[src/rtl/dwt53_row_fwd_if.sv]
// Valid/ready sample stream with frame-start and line-end markers.
// The block consumes on a slave port and produces on a master port.
interface dwt53_row_fwd_if #(
  parameter int Width = 8
);
  logic [Width-1:0] data;
  logic             valid;
  logic             ready;
  logic             sof;
  logic             eol;

  modport master (output data, valid, sof, eol, input ready);
  modport slave  (input data, valid, sof, eol, output ready);
endinterface

[src/rtl/dwt53_row_fwd.sv]
// Forward 5/3 integer lifting along each line, streaming with no line buffer.
// Emits interleaved s/d coefficients two samples behind the input; the line tail drains in FLUSH.
module dwt53_row_fwd #(
  parameter int DataWidth = 8,
  parameter int OutWidth  = DataWidth + 2
) (
  input  logic clk,
  input  logic rst,
  dwt53_row_fwd_if.slave  in_if,
  dwt53_row_fwd_if.master out_if
);

  // One guard bit above the output width holds d[k-1]+d[k]+2 without overflow.
  localparam int W = OutWidth + 1;
  localparam logic signed [W-1:0] Two = W'(2);

  typedef enum logic [1:0] {FIRST, ODD, EVEN, FLUSH} state_t;

  state_t state, state_nx;

  logic signed [W-1:0] x_even, x_odd, d_prev, d_pend, t0, t1;
  logic [1:0]          tail_cnt;
  logic                first_pair, sof_line, ready_en;

  logic [OutWidth-1:0] out_data_r;
  logic                out_valid_r, out_sof_r, out_eol_r;

  logic                in_ready_w, out_free, accept;
  logic signed [W-1:0] x_in, d_even, s_even, s_tail_even, d_odd, s_odd;

  logic                emit, emit_sof, emit_eol, tail_ld;
  logic signed [W-1:0] emit_val, tail_a, tail_b;
  logic [1:0]          tail_n;

  assign out_free   = !out_valid_r || out_if.ready;
  assign in_ready_w = ready_en && (state != FLUSH) && out_free;
  assign accept     = in_if.valid && in_ready_w;

  assign in_if.ready  = in_ready_w;
  assign out_if.data  = out_data_r;
  assign out_if.valid = out_valid_r;
  assign out_if.sof   = out_sof_r;
  assign out_if.eol   = out_eol_r;

  assign x_in = {{(W - DataWidth){in_if.data[DataWidth-1]}}, in_if.data};

  // Even sample arriving: x_in is x[2k+2], completing d[k] and s[k].
  assign d_even      = x_odd - ((x_even + x_in) >>> 1);
  assign s_even      = x_even + (((first_pair ? d_even : d_prev) + d_even + Two) >>> 2);
  assign s_tail_even = x_in + ((d_even + d_even + Two) >>> 2);
  // Odd sample with eol: mirrored x[N] equals x[N-2], so d reduces to a difference.
  assign d_odd       = x_in - x_even;
  assign s_odd       = x_even + (((first_pair ? d_odd : d_prev) + d_odd + Two) >>> 2);

  always_ff @(posedge clk or posedge rst) begin
    if (rst) state <= FIRST;
    else     state <= state_nx;
  end

  always_comb begin
    // NOTE: every output gets a default before the case so no path can infer a latch.
    state_nx = state;
    emit     = 1'b0;
    emit_val = '0;
    emit_sof = 1'b0;
    emit_eol = 1'b0;
    tail_ld  = 1'b0;
    tail_a   = '0;
    tail_b   = '0;
    tail_n   = 2'd0;
    case (state)
      FIRST: if (accept) begin
        if (in_if.eol) begin
          emit     = 1'b1;
          emit_val = x_in;
          emit_sof = in_if.sof;
          emit_eol = 1'b1;
          tail_ld  = 1'b1;
          state_nx = FLUSH;
        end else begin
          state_nx = ODD;
        end
      end
      ODD: if (accept) begin
        emit = !first_pair || in_if.eol;
        if (in_if.eol) begin
          tail_ld  = 1'b1;
          state_nx = FLUSH;
          if (first_pair) begin
            emit_val = s_odd;
            emit_sof = sof_line;
            tail_a   = d_odd;
            tail_n   = 2'd1;
          end else begin
            emit_val = d_pend;
            tail_a   = s_odd;
            tail_b   = d_odd;
            tail_n   = 2'd2;
          end
        end else begin
          emit_val = d_pend;
          state_nx = EVEN;
        end
      end
      EVEN: if (accept) begin
        emit     = 1'b1;
        emit_val = s_even;
        emit_sof = first_pair && sof_line;
        if (in_if.eol) begin
          tail_ld  = 1'b1;
          tail_a   = d_even;
          tail_b   = s_tail_even;
          tail_n   = 2'd2;
          state_nx = FLUSH;
        end else begin
          state_nx = ODD;
        end
      end
      FLUSH: if (out_free) begin
        if (tail_cnt == 2'd0) begin
          state_nx = FIRST;
        end else begin
          emit     = 1'b1;
          emit_val = t0;
          emit_eol = (tail_cnt == 2'd1);
        end
      end
    endcase
  end

  always_ff @(posedge clk or posedge rst) begin
    if (rst) begin
      // NOTE: non-blocking assignments keep every register sampling pre-edge values.
      ready_en    <= 1'b0;
      out_valid_r <= 1'b0;
      out_data_r  <= '0;
      out_sof_r   <= 1'b0;
      out_eol_r   <= 1'b0;
      x_even      <= '0;
      x_odd       <= '0;
      d_prev      <= '0;
      d_pend      <= '0;
      t0          <= '0;
      t1          <= '0;
      tail_cnt    <= 2'd0;
      first_pair  <= 1'b0;
      sof_line    <= 1'b0;
    end else begin
      ready_en <= 1'b1;
      if (out_valid_r && out_if.ready) out_valid_r <= 1'b0;
      if (emit) begin
        out_valid_r <= 1'b1;
        out_data_r  <= OutWidth'(emit_val);
        out_sof_r   <= emit_sof;
        out_eol_r   <= emit_eol;
      end
      if (tail_ld) begin
        t0       <= tail_a;
        t1       <= tail_b;
        tail_cnt <= tail_n;
      end else if (state == FLUSH && emit) begin
        t0       <= t1;
        tail_cnt <= tail_cnt - 2'd1;
      end
      if (accept) begin
        case (state)
          FIRST: begin
            x_even     <= x_in;
            sof_line   <= in_if.sof;
            first_pair <= 1'b1;
          end
          ODD:  x_odd <= x_in;
          EVEN: begin
            x_even     <= x_in;
            d_prev     <= d_even;
            d_pend     <= d_even;
            first_pair <= 1'b0;
          end
          default: ;
        endcase
      end
    end
  end

endmodule

[src/flat_wrapper.sv]
// flat-port wrapper written by rule: the top's interface ports become plain ports
module dwt53_row_fwd_flat 
#(
  parameter int DataWidth = 8,
  parameter int OutWidth  = DataWidth + 2
)
  (clk, rst, in_if_data, in_if_valid, in_if_sof, in_if_eol, in_if_ready, out_if_data, out_if_valid, out_if_sof, out_if_eol, out_if_ready);
  dwt53_row_fwd_if #(.Width((8))) in_if_i ();
  dwt53_row_fwd_if #(.Width((10))) out_if_i ();
  input  logic clk;
  input  logic rst;
  input wire logic [$bits(in_if_i.data)-1:0] in_if_data;
  input wire logic [$bits(in_if_i.valid)-1:0] in_if_valid;
  input wire logic [$bits(in_if_i.sof)-1:0] in_if_sof;
  input wire logic [$bits(in_if_i.eol)-1:0] in_if_eol;
  output wire logic [$bits(in_if_i.ready)-1:0] in_if_ready;
  output wire logic [$bits(out_if_i.data)-1:0] out_if_data;
  output wire logic [$bits(out_if_i.valid)-1:0] out_if_valid;
  output wire logic [$bits(out_if_i.sof)-1:0] out_if_sof;
  output wire logic [$bits(out_if_i.eol)-1:0] out_if_eol;
  input wire logic [$bits(out_if_i.ready)-1:0] out_if_ready;
  assign in_if_i.data = in_if_data;
  assign in_if_i.valid = in_if_valid;
  assign in_if_i.sof = in_if_sof;
  assign in_if_i.eol = in_if_eol;
  assign in_if_ready = in_if_i.ready;
  assign out_if_data = out_if_i.data;
  assign out_if_valid = out_if_i.valid;
  assign out_if_sof = out_if_i.sof;
  assign out_if_eol = out_if_i.eol;
  assign out_if_i.ready = out_if_ready;
  dwt53_row_fwd #(.DataWidth(DataWidth), .OutWidth(OutWidth)) u_core (.clk(clk), .rst(rst), .in_if(in_if_i), .out_if(out_if_i));
endmodule
[config.mk]
export PLATFORM = sky130hd
export DESIGN_NAME = dwt53_row_fwd_flat
export DESIGN_NICKNAME = d
export VERILOG_FILES = /design/src/rtl/dwt53_row_fwd_if.sv /design/src/rtl/dwt53_row_fwd.sv /design/src/flat_wrapper.sv
export SDC_FILE = /design/constraint.sdc
export NUM_CORES = 1
export LEC_CHECK = 0
export ABC_AREA = 1
export BUFFER_PORTS_ARGS = -buffer_cell sky130_fd_sc_hd__buf_4
export CAP_MARGIN = 20
export CORE_MARGIN = 10
export CORE_UTILIZATION = 55
export DETAILED_ROUTE_END_ITERATION = 7
export PLACE_DENSITY = 0.72
export SLEW_MARGIN = 20
export SYNTH_ARGS = -nofsm -noshare
export SYNTH_HDL_FRONTEND = slang
export SYNTH_SLANG_ARGS = --single-unit
[constraint.sdc]
create_clock -name clk -period 11.5 [get_ports clk]
set_input_delay 2.3 -clock clk [delete_from_list [all_inputs] [get_ports clk]]
set_output_delay 2.3 -clock clk [all_outputs]
set_load 0.02 [all_outputs]
==> impl_metrics.yaml <==
run_status:
  outcome: "completed"
clocking:
  clockBufferDepth: 2
  clk_latency_ps: 350
  cts_hold_repair.buffers: 0
  cts_resized: 0
  cts_buffers: 9
  cts.root.buffer_cell: "sky130_fd_sc_hd__clkbuf_16"
  clock_sinks: 65
  post_cts_buffers: 0
  cts_tree: "done"
  clk_transition_reported_paths_ps: 70
  clock_tree.htree_level_count: 3
detailed_routing:
  drt_iter0_markers: 708
  avgViaCountPerCell: 5.55
  routed_wirelength_um: 22400
  number_of_vias_in_the_routed_layout: 6958
  drt-pass1-iter-count: 6
  drc: 0
  drt.antenna.violating_nets: 0
  wl_per_cell_um: 17.9
logic_synthesis:
  synth_top_cells_by_area: "sky130_fd_sc_hd__dfrtp_1, sky130_fd_sc_hd__nand2_1, sky130_fd_sc_hd__ha_1"
  postSynthAreaPerCell_sq_um: 6.67
  synthesis.area_sq_um: 7070
  mappedNetlistNets: 1171
  synth_ff_type: "sky130_fd_sc_hd__dfrtp_1"
  synthArstFlopShare_pct: 100
  yosysWarnings: 0
  netlist_instances: 1059
  ys_ff_latch: 65
  yosysSeqAreaShare_pct: 23.0
  synth_top_area_share_pct: 23.0
  yosys.area.top_type: "sky130_fd_sc_hd__dfrtp_1"
  count_of_unique_library_cells_instantiated_by_yosys: 48
  edff_count_synth: 0
worst_setup_path:
  rrSetupSlack_ps: 5610
  critical_path.endpoint_type: "flip-flop"
  crit_path_max_fanout: 6
  cp_data_required_time_ps: 11740
  worstPathArrival_ps: 7630
  path_common_cell: "sky130_fd_sc_hd__nand2_1"
  timing.critical_path.slowest_cell_delay_ps: 430
  path_class: "in2reg"
  critical_path_source_type: "input port"
  crit_path_top_delay_cell: "sky130_fd_sc_hd__fa_1"
cells_and_area:
  finalNetCount: 1189
  flow.area_growth_from_synthesis_pct: 9.12
  n_fill_cell: 1275
  multi_input_area_sq_um: 4720
  register_area_sq_um: 1630
  number_of_diodes_added_for_antenna_fixing: 0
  layout_cell_share_with_drive_strength_beyond_1_pct: 7.58
worst_hold_path:
  worst_hold_path_type: "reg2reg"
timing:
  layout_min_cycle_time_ps: 7390
  finalMaxSlewViolations: 0
  rsz0062_at_grt: "false"
  worst_slew_pin_slew_ps: 897
  slew_headroom_pct: 40.2
  clock_tree_skew_after_final_layout_ps: 6.91
  final.setup.tns_ps: 0
  max_freq_mhz: 135
  timing.final.hold_violations: 0
  setup-violations-final: 0
  min_period_over_period_pct: 64.2
die:
  rows: 41
  io-pin-count: 28
  dieWidth_um: 133
  coreArea_sq_um: 12600
  die_area_sq_um: 17800
  dieHeight_um: 133
  floorplan.initialDensity_pct: 56.0
global_route:
  grt.overflow.total: 0
  gr-max-usage-layer: "met2"
  grt.met3_usage_pct: 5.04
  number_of_antenna_violations_at_the_first_check_in_global_routing: 0
  wire_length_of_the_first_global_routing_pass_um: 36000
  grtUsageTotal_pct: 25.6
  grt_start_max_net_pins: 66
  groute.layer.met1.usage_pct: 34.6
  first_global_vias: 6594
  grt_use_met2_pct: 39.5
placed_design:
  port_buffers: 27
  detailed_place_hpwl_um: 18000
  gp_congestion: 1.01
run:
  max_cap_viol_count: 0
synth_stat cells (13+ instances only):
cell,instances
sky130_fd_sc_hd__clkbuf_1,15
sky130_fd_sc_hd__xor2_1,21
sky130_fd_sc_hd__nand4_1,18
sky130_fd_sc_hd__inv_1,157
sky130_fd_sc_hd__o21ai_0,68
sky130_fd_sc_hd__dfrtp_1,65
sky130_fd_sc_hd__a21oi_1,72
sky130_fd_sc_hd__nand2_1,314
sky130_fd_sc_hd__ha_1,90
sky130_fd_sc_hd__nor2_1,53
sky130_fd_sc_hd__o211ai_1,13
sky130_fd_sc_hd__nand3_1,78
routing by layer:
layer,vias to the layer above,wire length (um)
met5,-,0
met4,0,665
met3,46,1730
met2,281,9830
met1,3146,10200
li1,3485,-
cells in the final DEF (no fill, tap or decap), types with 8 or more instances in the layout:
cell / synthesis / final
sky130_fd_sc_hd__o21ai_0: 68 / 68
sky130_fd_sc_hd__fa_1: 8 / 8
sky130_fd_sc_hd__xor2_1: 21 / 21
sky130_fd_sc_hd__o211ai_1: 13 / 13
sky130_fd_sc_hd__dfrtp_1: 65 / 65
sky130_fd_sc_hd__a21oi_1: 72 / 72
sky130_fd_sc_hd__nand4_1: 18 / 18
sky130_fd_sc_hd__inv_1: 157 / 156
sky130_fd_sc_hd__xnor2_1: 8 / 8
sky130_fd_sc_hd__clkbuf_16: 0 / 9
sky130_fd_sc_hd__nor2_1: 53 / 53
sky130_fd_sc_hd__nand2_1: 314 / 314
sky130_fd_sc_hd__buf_4: 0 / 30
sky130_fd_sc_hd__nand3_1: 78 / 78
sky130_fd_sc_hd__ha_1: 90 / 90
critical path: cells and delay by family:
| family | cells | cell delay (ps) |
|---|---|---|
| XOR/XNOR | 2 | 300 |
| buffers and inverters | 2 | 190 |
| AND/OR/NAND/NOR | 9 | 960 |
| AO/OA/AOI/OAI | 11 | 1850 |
| adder cells (fa/ha/maj) | 6 | 2020 |
cell type report:
class | count | share of cell area (%)
flip-flops and latches | 65 | 21.1
multi-input cells | 807 | 61.2
repair buffers | 30 | 2.92
clock inverters | 7 | 1.05
well taps | 172 | 2.79
inverters | 164 | 8.02
clock buffers | 9 | 2.92
path summary, 6_finish.rpt:
| kind | start | to | cells after the start |
|---|---|---|---|
| max | in_if_data[0] | u_core.out_if.data[8] | 30 |
| min | u_core.t1[6] | u_core.t1[6] | 2 |
| max reg2reg | u_core.x_even[1] | u_core.out_if.data[7] | 32 |
| min reg2reg | u_core.t1[6] | u_core.t1[6] | 2 |
| max in group asynchronous | rst | u_core.out_if.data[4] | 3 |
| min in group asynchronous | rst | u_core.t1[7] | 3 |
through the flow:
step	util [%]	instances	cell area, sq um	worst slack [ps]	hold WS [ps]
after floorplan	-	1059	7070	4560	442
after global placement	58.6	1238	7400	3810	458
after detailed placement	58.6	1238	7400	3800	460
after CTS	61.1	1254	7710	4160	478
after global routing	61.1	1254	7710	3480	507
final	61.1	1254	7710	4110	474
sequential cells by signal, indices dropped and copies added (netlist names):
| name | flops |
|---|---|
| u_core.state | 2 |
| u_core.out_if.valid | 1 |
| u_core.out_if.data | 10 |
| u_core.tail_cnt | 2 |
| u_core.x_odd | 8 |
| u_core.sof_line | 1 |
| u_core.out_if.eol | 1 |
| u_core.d_prev | 9 |
| u_core.out_if.sof | 1 |
| u_core.t1 | 10 |
| u_core.first_pair | 1 |
| u_core.ready_en | 1 |
| u_core.t0 | 10 |
| u_core.x_even | 8 |
logic make-up after synthesis:
kind of cell    after synthesis  synth area share [%]
other cells                   1                0.0531
simple gates                498                  30.6
compound gates              180                  14.0
fa+ha+maj                    98                  18.2
xor+xnor                     30                  3.82
flops                        65                  23.0
buf+inv                     187                  10.3
Power is not shown: default switching activity piles up to over one toggle a cycle in this logic, so the estimate is an artifact.
